<file path="src/rtl/wb_host_master.sv">
// wb_host_master: Wishbone classic-cycle initiator fed by a small command FIFO.
//
// Commands (read/write) are queued, then executed one at a time as single
// Wishbone cycles. Each command yields exactly one response, held until
// consumed. Only one cycle is ever outstanding.
//
// Optional feature (macro WBM_TIMEOUT_EN): abort a bus cycle after
// TIMEOUT_CYCLES cycles without ack, returning rsp_err = 1 and all-ones data.
// Without the macro the bus waits indefinitely and rsp_err is tied to 0.
//
// Ports:
//   wb_clk_i, wb_rst_i           clock, asynchronous active-high reset
//   cmd_valid/cmd_ready          command handshake (cmd_ready = !full)
//   cmd_we/adr/dat/sel           command payload
//   rsp_valid/rsp_ready          response handshake
//   rsp_dat, rsp_err             read data (0 for writes), timeout flag
//   wbm_cyc_o/stb_o/we_o/sel_o   Wishbone master controls
//   wbm_adr_o, wbm_dat_o         Wishbone address / write data
//   wbm_dat_i, wbm_ack_i         Wishbone read data / acknowledge

module wb_host_master #(
    parameter int unsigned FIFO_DEPTH     = 4,
    parameter int unsigned TIMEOUT_CYCLES = 255
) (
    input  logic        wb_clk_i,
    input  logic        wb_rst_i,
    input  logic        cmd_valid,
    output logic        cmd_ready,
    input  logic        cmd_we,
    input  logic [31:0] cmd_adr,
    input  logic [31:0] cmd_dat,
    input  logic [3:0]  cmd_sel,
    output logic        rsp_valid,
    input  logic        rsp_ready,
    output logic [31:0] rsp_dat,
    output logic        rsp_err,
    output logic        wbm_cyc_o,
    output logic        wbm_stb_o,
    output logic        wbm_we_o,
    output logic [3:0]  wbm_sel_o,
    output logic [31:0] wbm_adr_o,
    output logic [31:0] wbm_dat_o,
    input  logic [31:0] wbm_dat_i,
    input  logic        wbm_ack_i
);

    localparam int unsigned PtrW   = (FIFO_DEPTH > 1) ? $clog2(FIFO_DEPTH) : 1;
    localparam int unsigned EntryW = 69;  // {we, sel[3:0], adr[31:0], dat[31:0]}

    typedef enum logic [1:0] {StIdle, StBus, StResp} state_e;

    state_e state_q, state_d;

    // ---------------------------------------------------------------------
    // Command FIFO
    // ---------------------------------------------------------------------
    logic [EntryW-1:0] mem_q [FIFO_DEPTH];
    logic [PtrW-1:0]   wr_ptr_q, rd_ptr_q;
    logic [PtrW:0]     count_q, count_d;
    logic              full, empty, push, pop;
    logic [EntryW-1:0] head;

    assign full      = (count_q == (PtrW + 1)'(FIFO_DEPTH));
    assign empty     = (count_q == '0);
    assign cmd_ready = !full;
    // Full refuses a push even when a pop happens in the same cycle.
    assign push      = cmd_valid && !full;
    assign head      = mem_q[rd_ptr_q];

    always_ff @(posedge wb_clk_i) begin
        if (push) begin
            mem_q[wr_ptr_q] <= {cmd_we, cmd_sel, cmd_adr, cmd_dat};
        end
    end

    always_comb begin
        count_d = count_q;
        if (push && !pop) begin
            count_d = count_q + 1'b1;
        end else if (pop && !push) begin
            count_d = count_q - 1'b1;
        end
    end

    always_ff @(posedge wb_clk_i or posedge wb_rst_i) begin
        if (wb_rst_i) begin
            wr_ptr_q <= '0;
            rd_ptr_q <= '0;
            count_q  <= '0;
        end else begin
            if (push) wr_ptr_q <= wr_ptr_q + 1'b1;
            if (pop)  rd_ptr_q <= rd_ptr_q + 1'b1;
            count_q <= count_d;
        end
    end

    // ---------------------------------------------------------------------
    // Optional bus timeout
    // ---------------------------------------------------------------------
    logic tmo_hit;

`ifdef WBM_TIMEOUT_EN
    logic [15:0] tmo_cnt_q;

    always_ff @(posedge wb_clk_i or posedge wb_rst_i) begin
        if (wb_rst_i) begin
            tmo_cnt_q <= '0;
        end else if (pop) begin
            tmo_cnt_q <= '0;
        end else if (state_q == StBus) begin
            tmo_cnt_q <= tmo_cnt_q + 16'd1;
        end
    end

    // Counter holds the number of completed BUS cycles, so this fires in the
    // TIMEOUT_CYCLES-th BUS cycle.
    assign tmo_hit = (state_q == StBus) && (tmo_cnt_q == 16'(TIMEOUT_CYCLES - 1));
`else
    assign tmo_hit = 1'b0;
`endif

    // ---------------------------------------------------------------------
    // FSM: state register / next state / outputs
    // ---------------------------------------------------------------------
    always_ff @(posedge wb_clk_i or posedge wb_rst_i) begin
        if (wb_rst_i) begin
            state_q <= StIdle;
        end else begin
            state_q <= state_d;
        end
    end

    always_comb begin
        state_d = state_q;
        unique case (state_q)
            StIdle:  if (!empty) state_d = StBus;
            StBus:   if (wbm_ack_i || tmo_hit) state_d = StResp;
            StResp:  if (rsp_ready) state_d = StIdle;
            default: state_d = StIdle;
        endcase
    end

    // Strobes decode straight from the state so reset drops them asynchronously.
    always_comb begin
        wbm_cyc_o = (state_q == StBus);
        wbm_stb_o = (state_q == StBus);
        rsp_valid = (state_q == StResp);
        pop       = (state_q == StIdle) && !empty;
    end

    // ---------------------------------------------------------------------
    // Bus request and response registers
    // ---------------------------------------------------------------------
    logic        wbm_we_q;
    logic [3:0]  wbm_sel_q;
    logic [31:0] wbm_adr_q, wbm_dat_q, rsp_dat_q;

    always_ff @(posedge wb_clk_i or posedge wb_rst_i) begin
        if (wb_rst_i) begin
            wbm_we_q  <= 1'b0;
            wbm_sel_q <= '0;
            wbm_adr_q <= '0;
            wbm_dat_q <= '0;
            rsp_dat_q <= '0;
        end else begin
            if (pop) begin
                {wbm_we_q, wbm_sel_q, wbm_adr_q, wbm_dat_q} <= head;
            end
            // Ack beats a coincident terminal count.
            if (state_q == StBus && wbm_ack_i) begin
                rsp_dat_q <= wbm_we_q ? 32'h0 : wbm_dat_i;
            end else if (tmo_hit) begin
                rsp_dat_q <= 32'hFFFF_FFFF;
            end
        end
    end

`ifdef WBM_TIMEOUT_EN
    logic rsp_err_q;

    always_ff @(posedge wb_clk_i or posedge wb_rst_i) begin
        if (wb_rst_i) begin
            rsp_err_q <= 1'b0;
        end else if (state_q == StBus && wbm_ack_i) begin
            rsp_err_q <= 1'b0;
        end else if (tmo_hit) begin
            rsp_err_q <= 1'b1;
        end
    end

    assign rsp_err = rsp_err_q;
`else
    assign rsp_err = 1'b0;
`endif

    assign wbm_we_o  = wbm_we_q;
    assign wbm_sel_o = wbm_sel_q;
    assign wbm_adr_o = wbm_adr_q;
    assign wbm_dat_o = wbm_dat_q;
    assign rsp_dat   = rsp_dat_q;

endmodule

</file>
<file path="config.mk">
export PLATFORM = sky130hd
export DESIGN_NAME = wb_host_master
export DESIGN_NICKNAME = d
export VERILOG_FILES = /design/src/rtl/wb_host_master.sv
export SDC_FILE = /design/constraint.sdc
export NUM_CORES = 1
export LEC_CHECK = 0
export ABC_AREA = 1
export CAP_MARGIN = 20
export CORE_AREA = 5 5 180 182
export CTS_CLUSTER_DIAMETER = 30
export DETAILED_ROUTE_END_ITERATION = 7
export DIE_AREA = 0 0 185 187
export PLACE_DENSITY = 0.84
export SLEW_MARGIN = 20
export SYNTH_ARGS = -nofsm -noshare
export SYNTH_HDL_FRONTEND = slang
export SYNTH_SLANG_ARGS = --single-unit
</file>
<file path="constraint.sdc">
create_clock -name wb_clk_i -period 5.7 [get_ports wb_clk_i]
set_clock_uncertainty 0.2 [all_clocks]
set_input_delay 0.855 -clock wb_clk_i [delete_from_list [all_inputs] [get_ports wb_clk_i]]
set_output_delay 0.855 -clock wb_clk_i [all_outputs]
set_load 0.005 [all_outputs]
</file>
== After elaboration in Yosys (flattened, before gate mapping) ==
Memory sizes are Yosys's and may differ from the RTL's. A register that Yosys moved wholly into a read port is not among the register bits.
Index checks and enable logic that the tools add are counted.

* Add/subtract/negate cells: 4
* Multipliers: 0
* Divide/modulo/power cells: 0
* Magnitude comparators: 0
* Eq/ne operators: 6
* Shifts and indexed selects: 0
* Muxes and demuxes: 9
* Bitwise gates (word level): 0
* Reduce and logical (&&, ||, !) cells: 13

{| class="wikitable"
|+ Operators by type and width
! operator !! count
|-
| $mux W32 || 1
|-
| $mux W2 || 3
|-
| $mux W3 || 2
|-
| $pmux W2 S3 || 1
|-
| $logic_and A1 B1 Y1 || 5
|-
| $add A2 B1 Y2 const B || 2
|-
| $logic_not A1 Y1 || 4
|-
| $ne A2 B1 Y1 const B || 2
|-
| $add A3 B1 Y3 const B || 1
|-
| $eq A3 B3 Y1 const B || 1
|-
| $logic_not A3 Y1 || 1
|-
| $reduce_and A3 Y1 || 1
|-
| $sub A3 B1 Y3 const B || 1
|-
| $eq A2 B1 Y1 const B || 1
|-
| $eq A2 B2 Y1 const B || 1
|-
| $logic_not A2 Y1 || 1
|-
| $mux W1 || 2
|-
| $ne A2 B2 Y1 const B || 1
|-
| $reduce_bool A2 Y1 || 1
|}

* Register bits after elaboration: 41
* Bits in latches: 0
* RAM bits: 276
* Bits in read-only memories: 0
* Word-level logic and storage cells: 38
* Memories: 1

{| class="wikitable"
|+ Memories
! memory !! depth !! bits a word !! read ports !! clocked after Yosys merged registers in !! write ports !! line !! RTL
|-
| mem_q || 4 || 69 || 1 || 1 || 1 || 57 || <nowiki>logic [EntryW-1:0] mem_q [FIFO_DEPTH];</nowiki>
|}

== Depth between registers and ports, before layout ==
Gate-level depths: netlist of run 1.

* Word-level depth: 7
* Depth in mapped cells: 11
* Mapped depth without buffers: 11

== Worst setup path after synthesis of run 1 ==
No wires, ideal clock.

* Path kind: input to register
* Start: in cmd_valid
* End: mem mem_q[0][0], enable pin
* Setup time: 0.497 ns
* Arrival time: 3.896 ns
* Required time: 5.003 ns
* Path slack: 1.108 ns
* Stages: 2
* Path buffers: 0
* Path through: nand2_1 > nor2_1

* Longest elaborated chain between the ends: 3

{| class="wikitable"
|+ Ends and longest elaborated chain
! element !! line !! RTL
|-
| start: declaration || 27 || <nowiki>input logic cmd_valid,</nowiki>
|-
| $logic_and A1 B1 Y1 || 67 || <nowiki>assign push = cmd_valid && !full;</nowiki>
|-
| $mux W1 || 71 || <nowiki>if (push) begin</nowiki>
|-
| $mux W1 (implied by the code) || 72 || <nowiki>mem_q[wr_ptr_q] <= {cmd_we, cmd_sel, cmd_adr, cmd_dat};</nowiki>
|-
| end: declaration || 57 ||
|}

No other way between the ends.

==> metrics.md, run 1 <==
| Metric | Value |
|---|---|
| Switching Share | around 33% |
| H-tree depth | 3 |
| Post-DRT Antenna Nets | 0 |
| Initial Util | 52.66% |
| Routed wire length | about 37000 µm |
| Total GRT Usage | 21.64% |
| DR top layer | met4 |
| Final Max Slew Viols | 0 |
| CTS resizes | 0 |
| DIE AREA | roughly 0.035 mm² |
| Switch Pwr | 0.004008 W |
| Initial antenna violation count | 1 |
| DRC viols | 0 |
| Final Wtd Congestion | ~0.8 |
| Setup TNS | 0 ns |
| Sequential area share after synthesis | a little under 70% |
| Vias per cell | ~5.0 |
| WL met2 | 18650 µm |
| Syn avg cell area | about 10 µm² |
| M1 WL | between 10000 and 15000 µm |
| Detail Route met3 WL | between 3000 and 4000 µm |
| Net count after synthesis | 1690 |
| DRT Pass-1 Iters | 5 |
| Most used cell, CP | nand2_1 |
| Final Hold Fails | 0 |
| Slew margin rel. | roughly 30% |
| Crit path buffers/inverters | 2 |
| Hold Crit Class | flip-flop to flip-flop |
| Vias in the first global route | between 10000 and 15000 |
| Gr ovfl total | 0 |
| Worst setup EP type | flip-flop |
| Hpwl dp | 21920 µm |
| Clock power frac | 34.8% |
| Unrepaired setup endpoints after global routing | false |
| Worst-skew pair later-pin latency | roughly 0.56 ns |
| Synth Instances | 1578 |
| Status | completed |
| Dpl ws | about 2.5 ns |
| Hold Buf Count CTS | 0 |
| Clk slew on worst S/H paths | about 0.05 ns |
| Crit start category | flip-flop |
| Number of I/O pins | around 210 |
| CTS tree | yes |
| DR vias | around 11000 |
| Largest net degree at the start of global routing | 80 |
| Commonest cells after routing, fill and taps aside | nand2_1, inv_1, edfxtp_1 |
| Tcrit/Tclk final | about 52% |
| Core Box Area | just over 0.03 mm² |
| Max Fanout on Critical Path | just over 70 |
| Reg power frac | between 30 and 40% |
| Slowest stage delay, CP | 0.74 ns |
| Post-CTS Setup Inserts | 0 |
| Clk root buf | clkbuf_16 |
| Internal power | about 0.0080 W |
| Port Buf Inserts | 210 |
| Crit Path Category | flip-flop to flip-flop |
| Die Wd | about 190 µm |
| Clock Path Buffers | 3 |
| Worst VDD drop | ~340 µV |
| CP arrival | around 3.2 ns |
| Synthesized cell area | around 0.016 mm² |
| Minimum clock period | approximately 3 ns |
| Post-layout nets | 1910 |
| Worst Tran Pin Value | about 1.1 ns |
| CP Cell Sequence | inv_4, buf_4, nand2_1, nand3_1, nand2_1, nand2_1, nand2_1 |
| Max frequency | between 300 and 400 MHz |
| Commonest non-fill, non-tap cell in the layout | nand2_1 |
| Crit path max-delay cell type | buf_4 |
| Post-route setup slack | roughly 2.7 ns |
| Required @ worst endpoint | 5.93 ns |
| Layout cell share with drive strength beyond 1 | around 7.4% |
| Static leakage | about 9.6 nW |
| First-pass GRT wire length | roughly 60000 µm |
| Comb pwr share | 29.2% |
| Die Ht | between 150 and 200 µm |
| Num CTS Buffers | 70 |
| P&R area growth vs syn | 29.23% |
| Post-synth cell types | 21 |
| Pwr/cell area | just under 600 mW/mm² |
| # rows | 64 |
| YS warnings | 0 |
| Routed length per instance | approximately 17 µm |
| Iter 0 DRT Violations | 873 |
| FF-to-FF setup slack | 2.71 ns |
| Max Cap Viol | 0 |
| CTS Sinks | between 300 and 400 |
| CP delay by family, top | buffers and inverters |
| Setup violations, final | 0 |
| Yosys reg bits | between 300 and 400 |
cells in the mapped netlist:
| master | count | share of area, % |
|---|---|---|
| buf_1 | 3 | 0.070 |
| dfrtp_1 | 110 | 17 |
| nand2_2 | 1 | 0.039 |
| buf_6 | 16 | 1.1 |
| inv_2 | 3 | 0.070 |
| inv_1 | 293 | 6.9 |
| conb_1 | 1 | 0.023 |
| nand2_1 | 629 | 15 |
| nor2_1 | 7 | 0.16 |
| xor2_1 | 3 | 0.16 |
| buf_4 | 9 | 0.42 |
| edfxtp_1 | 276 | 52 |
| ha_1 | 5 | 0.39 |
| xnor2_1 | 2 | 0.11 |
| nor2_2 | 1 | 0.039 |
| o21ai_0 | 2 | 0.062 |
| o31ai_1 | 1 | 0.047 |
| buf_2 | 35 | 1.1 |
| clkbuf_1 | 9 | 0.21 |
| nand3_1 | 171 | 5.3 |
| fa_1 | 1 | 0.12 |
power by group through the flow:
stage | clock [W] | sequential, W | combinational [W]
final | 0.00417 | 0.00431 | 0.00350
after global routing | 0.00438 | 0.00439 | 0.00394
after CTS | 0.00422 | 0.00431 | 0.00354
after detailed placement | 0 | 0.00434 | 0.00348
after global placement | 0 | 0.00431 | 0.00335
after floorplan | 0 | 0.00420 | 0.00228
kinds of logic (layout without fill, tap and decap cells):
group	after synthesis	count (layout)	share of synthesized area [%]
simple gates	809	809	20.32
flops	386	386	68.91
buf+inv	368	646	9.855
fa+ha+maj	6	6	0.5154
xor+xnor	5	5	0.2734
compound gates	3	3	0.1093
other cells	1	2	0.02340
state kept, by name, summed over array words and instances, names as in the netlist:
name / count
wbm_adr_o: 32
count_q: 3
rsp_dat: 32
wbm_sel_o: 4
rd_ptr_q: 2
state_q: 2
wr_ptr_q: 2
wbm_we_o: 1
wbm_dat_o: 32
mem_q: 276
routing by layer:
layer  GRT usage [%]  up-vias
li1                -     5345
met1           27.16     5371
met2           36.89      506
met3           5.076       70
met4           7.510        0
met5               0        -
per-stage QoR:
step                      std cells  util (%)  total power, W  hold slack (ns)  cell area (µm²)
after CTS                      2252     68.04         0.01207           0.2790            20700
after global routing           2252     68.04         0.01271           0.3013            20700
final                          2253     68.05         0.01198           0.2731            20710
after detailed placement       2122     60.06        0.007817           0.2647            18280
after floorplan                1578         -        0.006473           0.2716            16020
after global placement         2122     60.06        0.007659           0.2609            18280
tightest hold or removal path, delay by kind of cell, from the launching register on:
kind,cells,cell delay [ns]
AND/OR/NAND/NOR,2,0.11
flip-flops,1,0.33
path summary, 6_finish.rpt:
| kind | start | end | cells after the start |
|---|---|---|---|
| max | rd_ptr_q[0] | wbm_adr_o[20] | 7 |
| min | wbm_dat_o[3] | wbm_dat_o[3] | 2 |
| max reg2reg | rd_ptr_q[0] | wbm_adr_o[20] | 7 |
| min reg2reg | wbm_dat_o[3] | wbm_dat_o[3] | 2 |
| max in group asynchronous | wb_rst_i | wbm_sel_o[2] | 3 |
| min in group asynchronous | wb_rst_i | rsp_dat[10] | 2 |
final cells by class:
| type | count | area, µm² |
|---|---|---|
| sequential | 386 | 11050 |
| fill | 2045 | 9723 |
| multi-input combinational | 824 | 3438 |
| timing repair buffer | 220 | 2177 |
| clock buffer | 90 | 1929 |
| inverter | 296 | 1116 |
| clock inverter | 40 | 499.2 |
| tap | 396 | 495.5 |
| antenna | 1 | 2.502 |
Power figures use the tool's default switching activity.
==> run 2, diff against run 1 <==
==> constraint.sdc (replaced) <==
create_clock -name wb_clk_i -period 3 [get_ports wb_clk_i]
set_clock_uncertainty 0.2 [all_clocks]
set_input_delay 0.45 -clock wb_clk_i [delete_from_list [all_inputs] [get_ports wb_clk_i]]
set_output_delay 0.45 -clock wb_clk_i [all_outputs]
set_load 0.005 [all_outputs]
==> metrics.md, run 2 (synthesized netlist as in run 1, its figures left out) <==
| Metric | Value |
|---|---|
| Core Box Area | between 0.03 and 0.04 mm² |
| CTS resizes | 0 |
| Worst r2r src | count_q[0] |
| CTS tree | yes |
| Status | completed |
| Total GRT Usage | ~22% |
| Hold Crit Class | input pin to async pin |
| DIE AREA | 0.03460 mm² |
| Post-DRT Antenna Nets | 0 |
| Finished Core Util | between 60% and 70% |
| CP arrival | roughly 1.7 ns |
| Post-layout nets | a little under 2000 |
| Required @ worst endpoint | 2.35 ns |
| Number of I/O pins | between 200 and 250 |
| Num CTS Buffers | 72 |
| P&R area growth vs syn | 31.31% |
| Max Fanout on Critical Path | 3 |
| Crit Path Category | flip-flop to primary output |
| Iter 0 DRT Violations | about 910 |
| Layout cell share with drive strength beyond 1 | 8.809% |
| Vias in the first global route | about 12000 |
| Routed length per instance | approximately 17 µm |
| DRT Pass-1 Iters | 6 |
| Commonest cells after routing, fill and taps aside | nand2_1, inv_1, edfxtp_1 |
| Storage cell area | roughly 0.011 mm² |
| First-pass GRT wire length | 60950 µm |
| FILL cells | roughly 2000 |
| Worst-skew pair later-pin latency | ~0.57 ns |
| Number of flip-flops in the largest register | between 200 and 300 |
| Placed Area | about 0.019 mm² |
| Final Hold Fails | 0 |
| Pwr/cell area | around 1100 mW/mm² |
| Commonest non-fill, non-tap cell in the layout | nand2_1 |
| # rows | 64 |
| Unrepaired setup endpoints after global routing | false |
| Hpwl dp | roughly 22000 µm |
| Crit start category | flip-flop |
| Port Buf Inserts | 210 |
| Worst setup EP type | primary output |
| Final Max Slew Viols | 0 |
| Die Ht | 187 µm |
| Area of the multi-input gates | approximately 0.0034 mm² |
| DR vias | ~12000 |
| Largest net degree at the start of global routing | 140 |
| Tcrit/Tclk final | about four fifths |
| FF-to-FF setup slack | approximately 0.75 ns |
| Reg with most FFs | mem_q |
| Initial Util | a little over half |
| Max frequency | roughly 420 MHz |
| Worst Setup SP | state_q[1] |
| Clk slew on worst S/H paths | 0.05 ns |
| CTS Sinks | 386 |
| Initial antenna violation count | 5 |
| Die Wd | around 190 µm |
| Hold Buf Count CTS | 0 |
| Cell area after layout | about 0.021 mm² |
| Worst VDD drop | between 600 and 700 µV |
| Routed wire length | between 30000 and 40000 µm |
| DRC viols | 0 |
| Minimum clock period | around 2.4 ns |
| Gr ovfl total | 0 |
| Final Wtd Congestion | 0.7798 |
| Setup violations, final | 0 |
| H-tree depth | 3 |
| Worst Tran Pin Value | about 0.96 ns |
| Clock Path Buffers | 3 |
| Post-CTS Setup Inserts | 0 |
| Static leakage | 9.786 nW |
| Max Cap Viol | 0 |
| Clk root buf | clkbuf_16 |
| Slew margin rel. | 35.87% |
| Vias per cell | a little over 5 |
## run 2: worst paths after layout
kind | endpoint | cells past startpoint
max | wbm_stb_o | 4
min in group wb_clk_i | rsp_dat[16] | 3
min reg2reg | rsp_dat[13] | 2
max reg2reg | count_q[2] | 10
max in group asynchronous | wbm_adr_o[18] | 3
min | wbm_we_o | 2
## run 2: critical path, cell delays in order (launching register included)
cell and delay (ns):
dfrtp_1 0.37, inv_1 0.09, nand2_1 0.09, inv_1 0.11, clkdlybuf4s50_1 0.55
## run 2: power by group
| part | total [W] | switching (W) | internal, W | leakage, nW |
|---|---|---|---|---|
| sequential | 0.00787 | 0.000578 | 0.00730 | 3.89 |
| clock | 0.00823 | 0.00295 | 0.00528 | 1.22 |
| combinational | 0.00724 | 0.00443 | 0.00281 | 4.67 |
## run 2: layout make-up
type,instances,area share [%]
multi-input combinational,824,16.34
antenna,3,0.03568
timing repair buffer,233,11.47
tap,396,2.355
inverter,296,5.311
sequential,386,52.50
clock buffer,82,9.135
clock inverter,52,2.855
## run 2: routing by layer
metal / up-vias / share of wire, % / GRT usage (%) / wire (µm)
li1: 5406 / - / - / -
met1: 5480 / 38 / 26.89 / 14600
met2: 544 / 50 / 37.81 / 19330
met3: 87 / 8.6 / 4.881 / 3277
met4: 4 / 2.8 / 8.837 / 1083
met5: - / 0.070 / 0 / 27
## run 2: per-stage QoR
| stage | setup TNS [ns] | hold slack [ns] | power (W) | setup slack, ns | instances |
|---|---|---|---|---|---|
| 4_1_cts | 0 | 0.1568 | 0.02354 | 0.5779 | 2269 |
| 3_3_place_gp | 0 | 0.2612 | 0.01478 | 0.5814 | 2135 |
| 2_1_floorplan | -49.15 | 0.2716 | 0.01227 | -0.1781 | 1578 |
| 3_5_place_dp | 0 | 0.2642 | 0.01509 | 0.5570 | 2135 |
| 6_report | 0 | 0.1572 | 0.02335 | 0.6103 | 2272 |
| 5_1_grt | 0 | 0.1988 | 0.02470 | 0.4907 | 2272 |
==> run 3, diff against run 2 <==
==> constraint.sdc (replaced) <==
create_clock -name wb_clk_i -period 2.4 [get_ports wb_clk_i]
set_clock_uncertainty 0.2 [all_clocks]
set_input_delay 0.36 -clock wb_clk_i [delete_from_list [all_inputs] [get_ports wb_clk_i]]
set_output_delay 0.36 -clock wb_clk_i [all_outputs]
set_load 0.005 [all_outputs]
==> metrics.md, run 3 (synthesized netlist as in run 1, its figures left out) <==
| Metric | Value |
|---|---|
| Status | completed |
| Largest net degree at the start of global routing | 140 |
| First-pass GRT wire length | roughly 62000 µm |
| Initial Util | between 50% and 60% |
| Dpl ws | 0.1418 ns |
| Crit Path Category | flip-flop to primary output |
| Hold Crit Class | input pin to async pin |
| CTS tree | yes |
| Layout cell share with drive strength beyond 1 | 8.684% |
| Die Ht | ~190 µm |
| Number of I/O pins | between 200 and 250 |
| Commonest non-fill, non-tap cell in the layout | nand2_1 |
| P&R area growth vs syn | 31.49% |
| Worst VDD drop | ~820 µV |
| Static leakage | ~10 nW |
| Crit start category | flip-flop |
| Vias per cell | approximately 5 |
| R2R cell count | 6 |
| Iter 0 DRT Violations | about 910 |
| Slew margin rel. | between 30% and 40% |
| Minimum clock period | around 2.3 ns |
| Most used cell, CP | inv_1 |
| Worst setup EP type | primary output |
| Placed Area | between 0.015 and 0.02 mm² |
| Core Box Area | 0.03043 mm² |
| Vias in the first global route | 12136 |
| Max frequency | 436.6 MHz |
| CP Cell Sequence | inv_1, nand2_1, inv_1, clkdlybuf4s50_1 |
| CP delay by family, top | buffers and inverters |
| Unrepaired setup endpoints after global routing | false |
| Slowest stage delay, CP | between 0.5 and 0.6 ns |
| H-tree depth | 3 |
| Number of flip-flops in the largest register | ~280 |
| Routed length per instance | ~17 µm |
| Worst-skew pair later-pin latency | between 0.5 and 0.6 ns |
| Reg with most FFs | mem_q |
| DRT Pass-1 Iters | 5 |
| Tcrit/Tclk final | a little over nine tenths |
| Post-layout nets | 1929 |
| Cell area after layout | 0.02107 mm² |
| DIE AREA | between 0.03 and 0.04 mm² |
| Die Wd | approximately 190 µm |
| Hpwl dp | around 22000 µm |
| Max Fanout on Critical Path | 3 |
| CTS resizes | 0 |
| Reg2reg end | wbm_dat_o[14] |
| Setup TNS | 0 ns |
| Port Buf Inserts | 210 |
| Max Cap Viol | 0 |
| CP arrival | ~1.7 ns |
| Final Max Slew Viols | 0 |
| Worst Tran Pin Value | between 0.9 and 1 ns |
| Num CTS Buffers | between 70 and 80 |
| Clock Path Buffers | 3 |
| Fin cells | 2275 |
| DRC viols | 0 |
| Crit path max-delay cell type | clkdlybuf4s50_1 |
| Cells after DPL | around 2100 |
| Routed wire length | 38920 µm |
| Worst r2r src | count_q[0] |
| Crit path buffers/inverters | 3 |
| Total GRT Usage | between 20 and 25% |
| # rows | between 60 and 70 |
| Hold Buf Count CTS | 0 |
| Clk root buf | clkbuf_16 |
| DR vias | 11483 |
| FF-to-FF setup slack | 0.28 ns |
| Commonest cells after routing, fill and taps aside | nand2_1, inv_1, edfxtp_1 |
| Post-CTS Setup Inserts | 0 |
| Post-DRT Antenna Nets | 0 |
| Final Hold Fails | 0 |
| Clk slew on worst S/H paths | around 0.05 ns |
| Required @ worst endpoint | between 1.5 and 2 ns |
| Post-route setup slack | between 0.1 and 0.15 ns |
| Gr ovfl total | 0 |
| Setup violations, final | 0 |
| Initial antenna violation count | 2 |
| Pwr/cell area | 1385 mW/mm² |
| Final Wtd Congestion | 0.7669 |
| CTS Sinks | roughly 390 |
==> run 3: stage by stage <==
step                      hold slack, ns  power (W)  util [%]
final                             0.1265    0.02918     69.24
after global routing              0.1605    0.03088     69.23
after CTS                         0.1325    0.02941     69.22
after detailed placement          0.2636    0.01907     61.07
after global placement            0.2601    0.01869     61.07
after floorplan                   0.2556    0.01534         -
==> run 3: power breakdown <==
| group | switching [W] | internal [W] |
|---|---|---|
| combinational | 0.00565 | 0.00363 |
| clock | 0.00365 | 0.00641 |
| sequential | 0.000723 | 0.00913 |
| total | 0.0100 | 0.0192 |
==> run 3: worst max-delay path by stage <==
stage	endpoint	cells past startpoint	slack, ns	from
3_3_place_gp	count_q[2]	10	0.12	cmd_valid
3_5_place_dp	count_q[2]	10	0.14	cmd_valid
4_1_cts	wbm_stb_o	4	0.06	state_q[1]
6_report	wbm_stb_o	4	0.11	state_q[1]
5_1_grt	wbm_stb_o	4	0.01	state_q[1]
2_1_floorplan	mem_q[1][0]	4	-0.73	count_q[0]
==> run 3: layer usage <==
metal  share of wire [%]  global-route usage [%]
met1                  39                   27.37
met2                  50                   38.39
met3                 8.3                   5.562
met4                 2.5                   8.498
met5               0.018                       0
==> run 3: tightest hold or removal path, cell delays in order <==
cell             delay [ns]
clkdlybuf4s50_1        0.44
clkinvlp_4             0.10
buf_12                 0.46
==> run 3: cell type report <==
type | instances | area (µm²)
flip-flops and latches | 386 | 11050
fillers | 2022 | 9361
multi-input cells | 824 | 3441
repair buffers | 237 | 2480
clock buffers | 86 | 1916
inverters | 296 | 1117
clock inverters | 48 | 565.5
well taps | 396 | 495.5
diodes | 2 | 5.005
